--- config.mk ---
export PLATFORM = sky130hd
export DESIGN_NAME = davinci_dataout_fifo
export DESIGN_NICKNAME = d
export VERILOG_FILES = /design/src/rtl/davinci_dataout_fifo.sv
export SDC_FILE = /design/constraint.sdc
export NUM_CORES = 1
export LEC_CHECK = 0
export BUFFER_PORTS_ARGS = -buffer_cell sky130_fd_sc_hd__buf_2
export CAP_MARGIN = 0
export CORE_ASPECT_RATIO = 1.2
export CORE_UTILIZATION = 53
export CTS_BUF_LIST = sky130_fd_sc_hd__clkbuf_16
export DETAILED_ROUTE_END_ITERATION = 10
export PLACE_DENSITY = 0.66
export REMOVE_ABC_BUFFERS = 1
export SYNTH_ARGS = -nofsm -noshare
export SYNTH_HDL_FRONTEND = slang
export SYNTH_SLANG_ARGS = --single-unit
--- constraint.sdc ---
create_clock -name clk -period 4.8 [get_ports clk]
set_input_delay 0.48 -clock clk [delete_from_list [all_inputs] [get_ports clk]]
set_output_delay 0.48 -clock clk [all_outputs]
set_load 0.02 [all_outputs]
--- src/rtl/davinci_dataout_fifo.sv ---
// davinci_dataout_fifo: FWFT output FIFO for the DA-VinCi data stream with EOV counting and sticky flags
module davinci_dataout_fifo #(
  parameter int DATA_WIDTH   = 16,
  parameter int ATTRIB_WIDTH = 2,
  parameter int EOV_BIT      = 0,
  parameter int DEPTH        = 64,
  parameter int CNT_WIDTH    = $clog2(DEPTH) + 1
) (
  input  logic                    clk,
  input  logic                    rstn,
  input  logic [DATA_WIDTH-1:0]   wrData,
  input  logic [ATTRIB_WIDTH-1:0] wrAttrib,
  input  logic                    wrValid,
  output logic [DATA_WIDTH-1:0]   rdData,
  output logic [ATTRIB_WIDTH-1:0] rdAttrib,
  output logic                    rdValid,
  input  logic                    rdReady,
  output logic [CNT_WIDTH-1:0]    level,
  output logic [CNT_WIDTH-1:0]    eovCount,
  output logic                    eovInterrupt,
  input  logic                    clearEOV,
  output logic                    overflow,
  input  logic                    clearOverflow
);
  localparam int AW = $clog2(DEPTH);
  localparam int EW = DATA_WIDTH + ATTRIB_WIDTH;
  logic [EW-1:0]        r_mem [DEPTH];
  logic [AW-1:0]        r_wptr, r_rptr;
  logic [CNT_WIDTH-1:0] r_level, r_eov;
  logic                 r_eoi, r_ovf;
  logic                 w_full, w_pop, w_push, w_drop, w_weov, w_reov;
  assign {rdAttrib, rdData} = r_mem[r_rptr];
  assign rdValid      = r_level != '0;
  assign w_full       = r_level == CNT_WIDTH'(DEPTH);
  assign w_pop        = rdValid & rdReady;
  // a pop at full frees the slot this same edge, so the write is still taken
  assign w_push       = wrValid & (!w_full | w_pop);
  assign w_drop       = wrValid & w_full & !w_pop;
  assign w_weov       = w_push & wrAttrib[EOV_BIT];
  assign w_reov       = w_pop & rdAttrib[EOV_BIT];
  assign level        = r_level;
  assign eovCount     = r_eov;
  assign eovInterrupt = r_eoi;
  assign overflow     = r_ovf;
  always_ff @(posedge clk)
    if (w_push) r_mem[r_wptr] <= {wrAttrib, wrData};
  always_ff @(posedge clk or negedge rstn)
    if (!rstn) begin
      r_wptr  <= '0;
      r_rptr  <= '0;
      r_level <= '0;
      r_eov   <= '0;
      r_eoi   <= 1'b0;
      r_ovf   <= 1'b0;
    end else begin
      r_wptr  <= w_push ? r_wptr + AW'(1) : r_wptr;
      r_rptr  <= w_pop ? r_rptr + AW'(1) : r_rptr;
      r_level <= r_level + CNT_WIDTH'(w_push) - CNT_WIDTH'(w_pop);
      r_eov   <= r_eov + CNT_WIDTH'(w_weov) - CNT_WIDTH'(w_reov);
      r_eoi   <= w_weov | (r_eoi & !clearEOV);
      r_ovf   <= w_drop | (r_ovf & !clearOverflow);
    end
endmodule

==> qor.csv <==
metric;value;unit
first-pass GRT wire length;163;mm
vias per cell;6.35;
Reg power frac;41.0;%
Final Hold Slack;45.7;ps
Synth-to-Final Area Change;12.6;%
RSZ-0062 raised after global routing;no;
Routed WL;114;mm
antenna violations before repair;2;
Synth cell types;54;
Die X;270;um
Seq/Total Area, Yosys;77.1;%
minimum clock period;4780;ps
Main synth FF type;edfxtp_1;
1st-iter DRT viols;2622;
Ys Warns;0;
top cells by area, synth;edfxtp_1 76%, mux4_2 11%, mux2i_1 3.6%, dfrtp_1 1.5%, nor2_1 0.76%;
Leak;16.8;nW
Design Power;29.6;mW
NetSw;9.62;mW
P per Cell Area;575;nW/um^2
total CTS buffers;107;
Antenna Nets Post-Route;0;
worst path buffer plus inverter count;4;
Worst Path Max Fanout;13;
number of flops mapped to enable cells by yosys;1152;
Critical Path Source Type;flip-flop;
R2R Setup Slk;430;ps
final setup vio count;0;
critical path, cell by cell;buf_4 -> and2_1 -> buf_4 -> nand2_2 -> o22ai_1 -> a2111oi_0 -> buf_4 -> a221oi_1 -> and3_1 -> buf_2;
pin count of the biggest net entering global routing;74;
Worst Setup Path Type;flip-flop to output pin;
row count;117;
syn avg cell area;21.1;um^2
Max Root-Sink Buffers;3;
clock root cell;clkbuf_16;
First-pass DRT Iterations;5;
most frequent cells in the layout;1152 x edfxtp_1, 227 x mux4_2, 165 x mux2i_1;
Slowest-stage cell, CP;a221oi_1;
Clock Power Share;27.6;%
H-tree depth;3;
fill count;6025;
Overflow after GRT;0;
crit end category;output pin;
post-detail-place hpwl;67.6;mm
Die Span Y;324;um
Residual DRC;0;
PortBufs;58;
outcome;complete, no violations;
nets@finish;2409;
clock sink count;1180;
CP delay by family, top;compound AO/OA/AOI/OAI gates;
commonest non-fill, non-tap cell in the layout;edfxtp_1;
utilization after layout;60.5;%
Initial Util;53.7;%
synthesized flop and latch total;1180;
final hold vios;0;
routed via count;22800;
Slew @ Worst Pin;1210;ps
FFs w/ async S/R, synth;2.37;%
CTS tree;built;
Final Max Tran Viols;0;
GR Util All Layers;26.4;%
mapped cell area;45800;um^2
Arr. time, crit path;4300;ps
die area;87500;um^2
CP max stage delay;820;ps
worst skew pair latency;690;ps
fin crit share;99.7;%
Synth Instances;2166;
number of global-route vias before repair;22900;
Synth area leader;edfxtp_1;
VDD IR-drop max;435;uV
Synth top area share;75.6;%
Hold Path Class;input port to flip-flop;
Top-Level Pins;59;
max_cap viols;0;
switch share;32.5;%
Avg WL per Cell;31.8;um
Req. time, crit path;4320;ps
Core Region;85200;um^2
layout cells sized above 1;27.3;%
Clock Skews;24.1;ps
Highest Clock Rate;0.209;GHz
combinational share of power;31.4;%
max_slew headroom;19.7;%
Worst path most repeated cell;buf_4;
gpl congestion;0.835;
Internal;20.0;mW
register clock-pin slew on the reported worst setup and hold paths;60;ps
## cell type report
type / count / area (um^2) / share of cell area, %
Antenna cell: 2 / 5.00 / 0.00971
Clock buffer: 108 / 2700 / 5.25
Clock inverter: 89 / 656 / 1.27
Inverter: 28 / 105 / 0.204
Multi-Input combinational cell: 841 / 9860 / 19.1
Sequential cell: 1180 / 35300 / 68.5
Tap cell: 1130 / 1410 / 2.74
Timing Repair Buffer: 207 / 1470 / 2.84
## state kept, by name, indices dropped and copies added (netlist names)
name and count:
eovCount 7, eovInterrupt 1, level 7, overflow 1
r_mem 1152, r_rptr 6, r_wptr 6
## stage by stage
step	std cells	TNS, ps	area, um^2	worst slack, ps
finish	3585	0	51500	16.5
global route	3583	0	51500	98.2
CTS	3582	0	51500	56.2
detailed placement	3382	0	48100	490
global placement	3382	0	48100	508
floorplan	2049	-265040	45100	-10290
## worst min-delay path, delay by kind of cell
kind / cells / cell delay (ps)
AO/OA/AOI/OAI: 1 / 50
buffers and inverters: 2 / 140
## power groups by stage
| stage | combinational (mW) | sequential (mW) | clock (mW) |
|---|---|---|---|
| 2_1_floorplan | 4.87 | 12.9 | 0 |
| 3_3_place_gp | 9.15 | 12.3 | 0 |
| 3_5_place_dp | 9.23 | 12.4 | 0 |
| 4_1_cts | 9.28 | 12.2 | 8.29 |
| 5_1_grt | 9.78 | 12.2 | 8.67 |
| 6_report | 9.30 | 12.1 | 8.19 |
## worst paths after layout
check,start,to,cells past startpoint
max,r_rptr[3],rdData[7],10
min,wrValid,overflow,3
max reg2reg,r_rptr[1],eovCount[6],17
min reg2reg,eovCount[0],eovCount[0],1
max in group asynchronous,rstn,r_rptr[2],2
min in group asynchronous,rstn,level[3],2
## per-layer routing
| layer | part of all wire, % | vias up | track usage (%) | wire length, um |
|---|---|---|---|---|
| li1 | - | 9419 | - | - |
| met1 | 39 | 12000 | 35.6 | 44000 |
| met2 | 50 | 1119 | 43.8 | 56700 |
| met3 | 7.8 | 196 | 3.60 | 8940 |
| met4 | 3.7 | 0 | 10.8 | 4270 |
| met5 | 0 | - | 0 | 0 |
## Yosys cell counts, types with 3 or more instances
cell,count
a2111oi_0,13
nor2b_1,10
and3_1,8
mux4_2,227
a22oi_1,18
ha_1,18
buf_4,17
inv_1,28
xnor2_1,18
clkbuf_1,41
nor3_1,5
a21oi_1,44
a211oi_1,18
nand2b_1,5
edfxtp_1,1152
a22o_1,6
or3b_2,3
nand3_1,5
buf_2,30
o22ai_1,41
mux2_2,12
nand3b_1,6
mux2i_1,165
a221oi_1,9
nand2_1,25
o221ai_1,26
dfrtp_1,28
o21ai_0,21
nor2_1,93
nand4_1,4
a211o_1,6
or2_2,3
and2_1,3
buf_1,11
a31oi_1,4
buf_6,17
## repair_timing
| item | 4_1_cts | 5_1_grt |
|---|---|---|
| setup endpoints to repair | 2 | 7 |
| buffers inserted | 0 | 1 |
| endpoints found under the hold margin | 30 | 0 |
| gates resized for setup | 2 | 3 |
| hold buffers | 3 | 0 |
## cells by family (layout without fill, tap and decap cells)
| logic type | count (synthesis) | after routing | share of synthesized area [%] |
|---|---|---|---|
| other cells | 0 | 2 | 0 |
| buf+inv | 145 | 432 | 1.71 |
| flops | 1180 | 1180 | 77.1 |
| simple gates | 180 | 180 | 1.86 |
| xor+xnor | 20 | 20 | 0.383 |
| fa+ha+maj | 20 | 20 | 0.580 |
| compound gates | 217 | 217 | 3.27 |
| mux | 404 | 404 | 15.1 |
Power figures use the tool's default switching activity.
